==> config.mk <==
export PLATFORM = sky130hd
export DESIGN_NAME = console_out
export DESIGN_NICKNAME = d
export VERILOG_FILES = /design/src/rtl/console_out.sv
export SDC_FILE = /design/constraint.sdc
export NUM_CORES = 1
export LEC_CHECK = 0
export CORE_UTILIZATION = 49
export DETAILED_ROUTE_END_ITERATION = 8
export GPL_ROUTABILITY_DRIVEN = 0
export GPL_TIMING_DRIVEN = 0
export PLACE_DENSITY = 0.77
export SLEW_MARGIN = 20
export SYNTH_ARGS = -nofsm -noshare
export SYNTH_HDL_FRONTEND = slang
export SYNTH_SLANG_ARGS = --single-unit
==> constraint.sdc <==
create_clock -name clk -period 2.3 [get_ports clk]
set_input_delay 0.23 -clock clk [delete_from_list [all_inputs] [get_ports clk]]
set_output_delay 0.23 -clock clk [all_outputs]
set_load 0.005 [all_outputs]
==> src/rtl/console_out.sv <==
// Memory-mapped console output: bus-written bytes queue in a 16-entry FIFO and drain on a ready/valid port.
// Optional low-watermark interrupt is built when CONSOLE_OUT_IRQ_EN is defined; otherwise irq is tied low.
module console_out #(
    parameter int FIFO_AW = 4,
    parameter int LOW_WM  = 2
) (
    input  logic        clk,
    input  logic        rst_n,
    input  logic        s_cyc,
    input  logic        s_we,
    input  logic [3:0]  s_strb,
    input  logic [31:0] s_addr,
    input  logic [31:0] s_data_i,
    output logic        s_ack,
    output logic [31:0] s_data_o,
    output logic        tx_valid,
    output logic [7:0]  tx_data,
    input  logic        tx_ready,
    output logic        irq
);

    localparam int DEPTH = 1 << FIFO_AW;
    localparam logic [FIFO_AW:0]   DEPTH_C  = (FIFO_AW+1)'(DEPTH);
    localparam logic [FIFO_AW:0]   LOW_WM_C = (FIFO_AW+1)'(LOW_WM);
    localparam logic [FIFO_AW:0]   CNT_ONE  = (FIFO_AW+1)'(1);
    localparam logic [FIFO_AW-1:0] PTR_ONE  = FIFO_AW'(1);

    localparam logic [1:0] REG_DATA   = 2'd0;
    localparam logic [1:0] REG_STATUS = 2'd1;
    localparam logic [1:0] REG_CTRL   = 2'd2;

    typedef enum logic {ST_IDLE, ST_ACK} bus_state_e;

    bus_state_e         state_q, state_d;
    logic [31:0]        rdata_q, rdata_d;
    logic [FIFO_AW:0]   count_q, count_d;
    logic [FIFO_AW-1:0] wr_ptr_q, wr_ptr_d;
    logic [FIFO_AW-1:0] rd_ptr_q, rd_ptr_d;
    logic               ovf_q, ovf_d;
    logic               enable_q, enable_d;
    logic               irq_en_q, irq_en_d;
    logic [7:0]         mem_q [DEPTH];

    logic       commit;
    logic [1:0] reg_sel;
    logic       empty, full;
    logic       push_req, push_en, pop_en, flush;
    logic       ctrl_wr, status_wr;

    always_comb begin
        state_d = state_q;
        commit  = 1'b0;
        case (state_q)
            ST_IDLE: if (s_cyc) begin
                state_d = ST_ACK;
                commit  = 1'b1;
            end
            ST_ACK:  state_d = ST_IDLE;
        endcase
    end

    assign reg_sel   = s_addr[3:2];
    assign empty     = (count_q == '0);
    assign full      = (count_q == DEPTH_C);
    assign ctrl_wr   = commit & s_we & (reg_sel == REG_CTRL);
    assign status_wr = commit & s_we & (reg_sel == REG_STATUS);
    assign flush     = ctrl_wr & s_data_i[1];
    assign push_req  = commit & s_we & (reg_sel == REG_DATA) & s_strb[0];
    // A push into a full FIFO is dropped even when a pop frees a slot on the same edge.
    assign push_en   = push_req & ~full & ~flush;
    assign pop_en    = tx_valid & tx_ready & ~flush;

    assign tx_valid = enable_q & ~empty;
    assign tx_data  = mem_q[rd_ptr_q];
    assign s_ack    = (state_q == ST_ACK);
    assign s_data_o = rdata_q;

    always_comb begin
        count_d  = count_q;
        wr_ptr_d = wr_ptr_q;
        rd_ptr_d = rd_ptr_q;
        if (flush) begin
            count_d  = '0;
            wr_ptr_d = '0;
            rd_ptr_d = '0;
        end else begin
            if (push_en) wr_ptr_d = wr_ptr_q + PTR_ONE;
            if (pop_en)  rd_ptr_d = rd_ptr_q + PTR_ONE;
            if (push_en && !pop_en)      count_d = count_q + CNT_ONE;
            else if (pop_en && !push_en) count_d = count_q - CNT_ONE;
        end
    end

    always_comb begin
        ovf_d    = ovf_q;
        enable_d = enable_q;
        irq_en_d = irq_en_q;
        if (push_req && full)
            ovf_d = 1'b1;
        else if (status_wr && s_data_i[10])
            ovf_d = 1'b0;
        if (ctrl_wr) begin
            enable_d = s_data_i[0];
            irq_en_d = s_data_i[2];
        end
    end

    // Read data reflects pre-edge state and is cleared outside the ack cycle.
    always_comb begin
        rdata_d = '0;
        if (commit && !s_we) begin
            case (reg_sel)
                REG_STATUS: begin
                    rdata_d[FIFO_AW:0] = count_q;
                    rdata_d[8]         = empty;
                    rdata_d[9]         = full;
                    rdata_d[10]        = ovf_q;
                end
                REG_CTRL: begin
                    rdata_d[0] = enable_q;
                    rdata_d[2] = irq_en_q;
                end
                default: rdata_d = '0;
            endcase
        end
    end

    always_ff @(posedge clk) begin
        if (!rst_n) begin
            state_q  <= ST_IDLE;
            rdata_q  <= '0;
            count_q  <= '0;
            wr_ptr_q <= '0;
            rd_ptr_q <= '0;
            ovf_q    <= 1'b0;
            enable_q <= 1'b0;
            irq_en_q <= 1'b0;
            for (int i = 0; i < DEPTH; i++) mem_q[i] <= '0;
        end else begin
            state_q  <= state_d;
            rdata_q  <= rdata_d;
            count_q  <= count_d;
            wr_ptr_q <= wr_ptr_d;
            rd_ptr_q <= rd_ptr_d;
            ovf_q    <= ovf_d;
            enable_q <= enable_d;
            irq_en_q <= irq_en_d;
            if (push_en) mem_q[wr_ptr_q] <= s_data_i[7:0];
        end
    end

`ifdef CONSOLE_OUT_IRQ_EN
    logic irq_q;
    always_ff @(posedge clk) begin
        if (!rst_n) irq_q <= 1'b0;
        else        irq_q <= irq_en_q & enable_q & (count_q <= LOW_WM_C);
    end
    assign irq = irq_q;
`else
    assign irq = 1'b0;
`endif

    logic unused_bits;
    assign unused_bits = ^{s_addr[31:4], s_addr[1:0], s_strb[3:1], s_data_i[31:11], s_data_i[9:8]};

endmodule

==> out/results.ini, run 1 <==
[status]
status = finished, violations left
violations = negative setup slack

[hold_path]
min_path_type = in -> reg
min_delay_worst_endpoint = s_data_o[2]
hold_start = s_addr[3]
hold_path_depth = 4

[critical_path]
criticalPathCategory = reg -> out
r2r_slack_ns = -0.01
start_kind = flop
critPathMaxFanout = 5
crit_buf_inv = 5
cpMostUsedCell = buf_12
regToRegEndpoint = mem_q[11][4]
rr_startpoint = wr_ptr_q[0]
crit_chain = buf_12 > buf_12 > buf_12 > buf_6 > mux4_2 > a22oi_2 > nand2_1 > buf_2
cp.required_ns = 2.07
reg2reg_depth = 4
arrival_ns = 2.16
path_delay_family = buffers and inverters
crit_path_end_kind = output port
slowest_stage = mux4_2
cpPeakStageDelay_ns = 0.49

[clock_tree]
root_buffer = clkbuf_16
cts_tree = built
cts_num_sinks = 157
htree_levels = 4
clk-insertion-delay-late_ns = 0.43
clkTransAtPathRegs_ns = 0.06
ctsHoldBuffers = 0
cts_buffers = 17
cts_buffer_depth = 2

[synth]
synth_cells = 578
synth_edf_count = 128
synth_area_leaders = edfxtp_1, mux4_2, dfxtp_1, nor2_1, buf_4
syn_avg_cell_area_um2 = 12.5
netlist.area_leader.share = 0.532
async_flop_share = 0
yosys.area.top_type = edfxtp_1
yosysWarnings = 0
ys_seq_elements = 157
ys_types = 47
synth_flop_cell = edfxtp_1
synth-seq-area-share = 0.612
syn_area_um2 = 7230

[route]
routed_wl_mm = 19.6
ant_nets = 0
drtIter0Drc = 717
wl_per_cell_um = 22.3
avgViaCountPerCell = 5.84
first_pass_iters = 5
drc = 0
num_vias = 5134

[sta]
min_period_over_period = 1.04
holdWs_ns = 0.307
min_period_ns = 2.39
hold_viol = 0
maxSlewHeadroom = 0.365
worst_pin_slew_ns = 0.952
setup_ws_ns = -0.0852
setup_violations = 15
slew_violations = 0
finClkSkew_ns = 0.0115
rsz0062_at_grt = yes
fmax_mhz = 419

[die]
fp-row-count = 44
die_h_um = 123
start_util = 0.499
fp.dieW_um = 123
core_area_um2 = 14500
die_area_um2 = 15200
ioPinCount = 116

[layout]
layout-drive-gt1-share = 0.311
syn_to_final_growth_pct = 27.1
instances_no_fill = 879
num-nets-final = 768
n_fill_cell = 1022
n_antenna_cell = 0
final_cell_mix = nor2_1, edfxtp_1, nand2_1
final_common_cell = nor2_1
final_area_um2 = 9190

[place]
dpl.cell_count = 819
portBuffers = 33
hpwl_mm = 13.0
dpl_cell_area_um2 = 7960

[grt]
grt_usage = 0.270
grt_antenna_before_repair = 0
grt_pass1_wl_mm = 28.8
overflow = 0
grt_max_degree = 17
grt_pass1_vias = 5314

[power_and_ir_drop]
finalPower_mw = 6.38
irDropWorstVdd_v = 0.000592
p_leak_nw = 3.29
power_per_cell_area_nw_per_um2 = 695

[flow_run]
maxCapViolCount = 0

==> worst max-delay path by stage <==
stage	from	end	slack, ns	depth (start not counted)
finish	flop	tx_data[3]	-0.09	8
global route	wr_ptr_q[0]	mem_q[11][1]	-0.15	4
CTS	flop	tx_data[1]	-0.12	7
detailed placement	s_addr[2]	mem_q[0][4]	-0.76	8
global placement	s_we	mem_q[1][4]	-0.66	6
floorplan	s_ack	count_q[4]	-0.06	11
==> logic make-up (layout without fill, tap and decap cells) <==
| logic type | Yosys count | in the layout | synth area share |
|---|---|---|---|
| xor gates and xnor gates | 5 | 5 | 0.00606 |
| adders and majority gates | 13 | 13 | 0.0235 |
| buffers and inverters | 69 | 162 | 0.0530 |
| muxes | 35 | 35 | 0.104 |
| DFF | 157 | 157 | 0.612 |
| AOI/OAI and AO/OA | 59 | 59 | 0.0566 |
| other | 1 | 25 | 0.000519 |
| and+or+nand+nor | 239 | 239 | 0.145 |
==> power by group <==
group,switching [mW],leakage (nW),internal (mW),total (mW)
Clock,1.16,0.287,1.71,2.87
Sequential,0.0288,1.56,3.14,3.17
Combinational,0.195,1.44,0.144,0.340
==> layer usage <==
| metal | up-vias | wire (um) | track usage |
|---|---|---|---|
| met5 | - | 0 | 0 |
| met4 | 0 | 945 | 0.169 |
| met3 | 72 | 1740 | 0.0613 |
| met2 | 327 | 10100 | 0.454 |
| met1 | 2503 | 6780 | 0.311 |
| li1 | 2232 | - | - |
==> through the flow <==
stage	setup TNS, ns	setup slack [ns]	utilization
after global placement	-84.18	-0.660	0.550
final	-0.242	-0.0852	0.635
after floorplan	-0.108	-0.0576	-
after detailed placement	-101.43	-0.763	0.550
after CTS	-0.344	-0.115	0.625
after global routing	-5.20	-0.150	0.635
==> synth_stat cells (4+ instances only) <==
library cell,n
o21ai_1,16
nand3_2,4
nor2_1,146
nand2_1,52
clkbuf_1,15
a21oi_1,7
buf_4,29
ha_1,12
and2_1,6
mux4_2,32
nand3_1,8
dfxtp_1,29
buf_2,12
edfxtp_1,128
a22oi_1,18
inv_1,11
nor2b_1,5
==> final cells by class <==
cell class,count,area (um^2),area share
Sequential cell,157,4440,0.483
Multi-Input combinational cell,376,2860,0.312
Timing Repair Buffer,63,609,0.0663
Clock buffer,19,433,0.0471
Buffer,56,395,0.0430
Tap cell,184,230,0.0251
Clock inverter,13,168,0.0182
Inverter,11,48.8,0.00531
==> tightest hold or removal path: stages <==
cell            delay (ns)
dlymetal6s2s_1        0.16
ha_4                  0.17
a22oi_1               0.06
nor2_1                0.08
==> timing repair <==
item                       in CTS  in global routing
setup endpoints to repair     141                109
pin swaps                      26                 14
buffers inserted               23                  7
resized for setup              99                 28
cloned                          2                  0
==> registers in the layout, summed over array words and instances, names as in the netlist, named ones only <==
name and cells:
mem_q 128, wr_ptr_q 4, count_q 5, enable_q 1, irq_en_q 1, rd_ptr_q 4
s_ack 1, s_data_o 8, ovf_q 1
No activity file was read; power rests on OpenSTA's default activity.
==> inputs of run 2 (changes only) <==
--- a/config.mk
+++ b/config.mk
@@ -5,11 +5,11 @@
 export SDC_FILE = /design/constraint.sdc
 export NUM_CORES = 1
 export LEC_CHECK = 0
-export CORE_UTILIZATION = 49
+export CORE_UTILIZATION = 46
 export DETAILED_ROUTE_END_ITERATION = 8
 export GPL_ROUTABILITY_DRIVEN = 0
 export GPL_TIMING_DRIVEN = 0
-export PLACE_DENSITY = 0.77
+export PLACE_DENSITY = 0.73
 export SLEW_MARGIN = 20
 export SYNTH_ARGS = -nofsm -noshare
 export SYNTH_HDL_FRONTEND = slang
==> out/results.ini, run 2 (synthesized netlist as in run 1, its figures left out) <==
[sta]
hold_viol = 0  ; unchanged
tns_ns = -0.0588  ; +0.183 ns
maxSlewHeadroom = 0.382  ; +0.0164
finClkSkew_ns = 0.00890  ; -0.00263 ns
worst_pin_slew_ns = 0.924  ; -0.0280 ns
slew_violations = 0  ; unchanged
min_period_over_period = 1.02  ; -0.0171
setup_violations = 2  ; -13
min_period_ns = 2.35  ; -0.0394 ns
fmax_mhz = 426  ; +1.7%
setup_ws_ns = -0.0458  ; +0.0394 ns
holdWs_ns = 0.322  ; +0.0151 ns
rsz0062_at_grt = yes

[place]
dpl.cell_count = 846  ; +3.3%
dpl_cell_area_um2 = 7990  ; +0.42%
portBuffers = 33  ; unchanged
hpwl_mm = 12.9  ; -0.41%

[clock_tree]
cts_tree = built
cts_buffers = 17  ; unchanged
cts_buffer_depth = 2  ; unchanged
cts_num_sinks = 157  ; unchanged
htree_levels = 4  ; unchanged
clkTransAtPathRegs_ns = 0.06  ; about the same
clk-insertion-delay-late_ns = 0.43  ; about the same
ctsHoldBuffers = 0  ; unchanged
root_buffer = clkbuf_16

[grt]
grt_antenna_before_repair = 0  ; unchanged
grt_pass1_wl_mm = 28.4  ; -1.5%
grt_usage = 0.242  ; -0.0272
overflow = 0  ; unchanged
grt_max_degree = 17  ; unchanged
grt_pass1_vias = 5284  ; -0.56%

[route]
wl_per_cell_um = 20.5  ; -8.1%
first_pass_iters = 5  ; unchanged
num_vias = 5006  ; -2.5%
drc = 0  ; unchanged
avgViaCountPerCell = 5.55  ; -5.0%
drtIter0Drc = 468  ; -35%
routed_wl_mm = 18.5  ; -5.7%
ant_nets = 0  ; unchanged

[status]
status = finished, violations left
violations = negative setup slack

[power_and_ir_drop]
switchingPower_mw = 1.29  ; -6.5%
sw_frac_of_total = 0.207  ; -0.0101
power_per_cell_area_nw_per_um2 = 691  ; -0.45%
p_int_mw = 4.97  ; -0.65%
irDropWorstVdd_v = 0.000578  ; -2.3%
clkPwrFrac = 0.443  ; -0.007
finalPower_mw = 6.26  ; -1.9%
seqPwrFrac = 0.507  ; +0.010
p_leak_nw = 3.24  ; -1.3%
p_comb_frac = 0.050  ; -0.003

[die]
start_util = 0.474  ; -0.0255
fp.dieW_um = 127  ; +3.2%
die_area_um2 = 16200  ; +6.4%
ioPinCount = 116  ; unchanged
fp-row-count = 45  ; +2.3%
die_h_um = 127  ; +3.2%
core_area_um2 = 15300  ; +5.4%

[layout]
layout-drive-gt1-share = 0.294  ; -0.0170
syn_to_final_growth_pct = 25.2
final_cell_mix = nor2_1, edfxtp_1, nand2_1
num-nets-final = 764  ; -0.52%
largest_reg_flops = 128  ; unchanged
n_antenna_cell = 0  ; unchanged
final_area_um2 = 9050  ; -1.5%
instances_no_fill = 902  ; +2.6%
final_common_cell = nor2_1
regMostFlops = mem_q

[critical_path]
crit_chain = buf_12 > buf_6 > mux4_2 > a22oi_2 > nand2_1 > buf_2
criticalPathCategory = reg -> out
start_kind = flop
arrival_ns = 2.12  ; -0.04 ns
cpPeakStageDelay_ns = 0.53  ; +0.04 ns
critPathMaxFanout = 6  ; +1
slowest_stage = mux4_2
r2r_slack_ns = 0.03  ; +0.04 ns
cp.required_ns = 2.07  ; about the same
reg2reg_depth = 11  ; +7
crit_path_end_kind = output port
regToRegEndpoint = count_q[3]
rr_startpoint = count_q[4]

[hold_path]
hold_path_depth = 4  ; unchanged
min_delay_worst_endpoint = s_data_o[0]
hold_start = s_addr[3]
min_path_type = in -> reg

[flow_run]
maxCapViolCount = 0  ; unchanged

## run 2: cell count changes in the layout (fill, tap and decap cells not counted), moves of 3 or more
cell,previous run,this run
clkbuf_2,3,0
buf_4,49,44
o21ai_2,7,13
clkbuf_1,11,17
buf_6,4,10
buf_12,7,3
o21ai_4,9,3
clkinv_4,5,0
## run 2: repair_timing
| item | 4_1_cts | 5_1_grt |
|---|---|---|
| setup buffers | 23 | 5 |
| setup endpoints to repair | 141 | 27 |
| gates cloned | 2 | 0 |
| pin swaps | 25 | 13 |
| gates resized for setup | 100 | 16 |
## run 2: worst max-delay path: cells and delay by family, from the launching register on
kind,cells,cell delay (ns)
DFF,1,0.45
buffers and inverters,3,0.35
AOI/OAI and AO/OA,1,0.26
and+or+nand+nor,1,0.10
muxes,1,0.53
## run 2: metrics by stage
step           setup WS (ns)   util
2_1_floorplan        -0.0576      -
3_3_place_gp          -0.664  0.524
4_1_cts               -0.105  0.591
3_5_place_dp          -0.779  0.524
5_1_grt              -0.0908  0.593
6_report             -0.0458  0.593
## run 2: routing by layer
metal / global-route usage / vias to the layer above / wire [um]
li1: - / 2225 / -
met1: 0.294 / 2467 / 7190
met2: 0.408 / 256 / 9250
met3: 0.0536 / 58 / 1320
met4: 0.125 / 0 / 698
met5: 0 / - / 0
## run 2: cell type report
| type | instances | area, um^2 |
|---|---|---|
| Timing Repair Buffer | 60 | 564 |
| Sequential cell | 157 | 4430 |
| Buffer | 55 | 374 |
| Clock buffer | 26 | 490 |
| Multi-Input combinational cell | 376 | 2800 |
| Clock inverter | 6 | 82.6 |
| Tap cell | 211 | 264 |
| Inverter | 11 | 46.3 |
| Fill cell | 1194 | 6200 |
## run 2: power by group through the flow
| stage | Clock, mW | Sequential (mW) | Combinational (mW) |
|---|---|---|---|
| 6_report | 2.77 | 3.17 | 0.314 |
| 3_3_place_gp | 0 | 3.23 | 0.282 |
| 2_1_floorplan | 0 | 3.22 | 0.179 |
| 3_5_place_dp | 0 | 3.23 | 0.287 |
| 4_1_cts | 2.78 | 3.17 | 0.306 |
| 5_1_grt | 2.90 | 3.18 | 0.337 |
## run 2: how the worst max path moves through the flow
stage                             end  slack, ns  cells after the start
final                      tx_data[1]      -0.05                      6
after global routing       tx_data[1]      -0.09                      6
after CTS                  tx_data[1]      -0.11                      6
after detailed placement  mem_q[3][5]      -0.78                      8
after global placement    mem_q[2][5]      -0.66                      6
after floorplan            count_q[4]      -0.06                     11
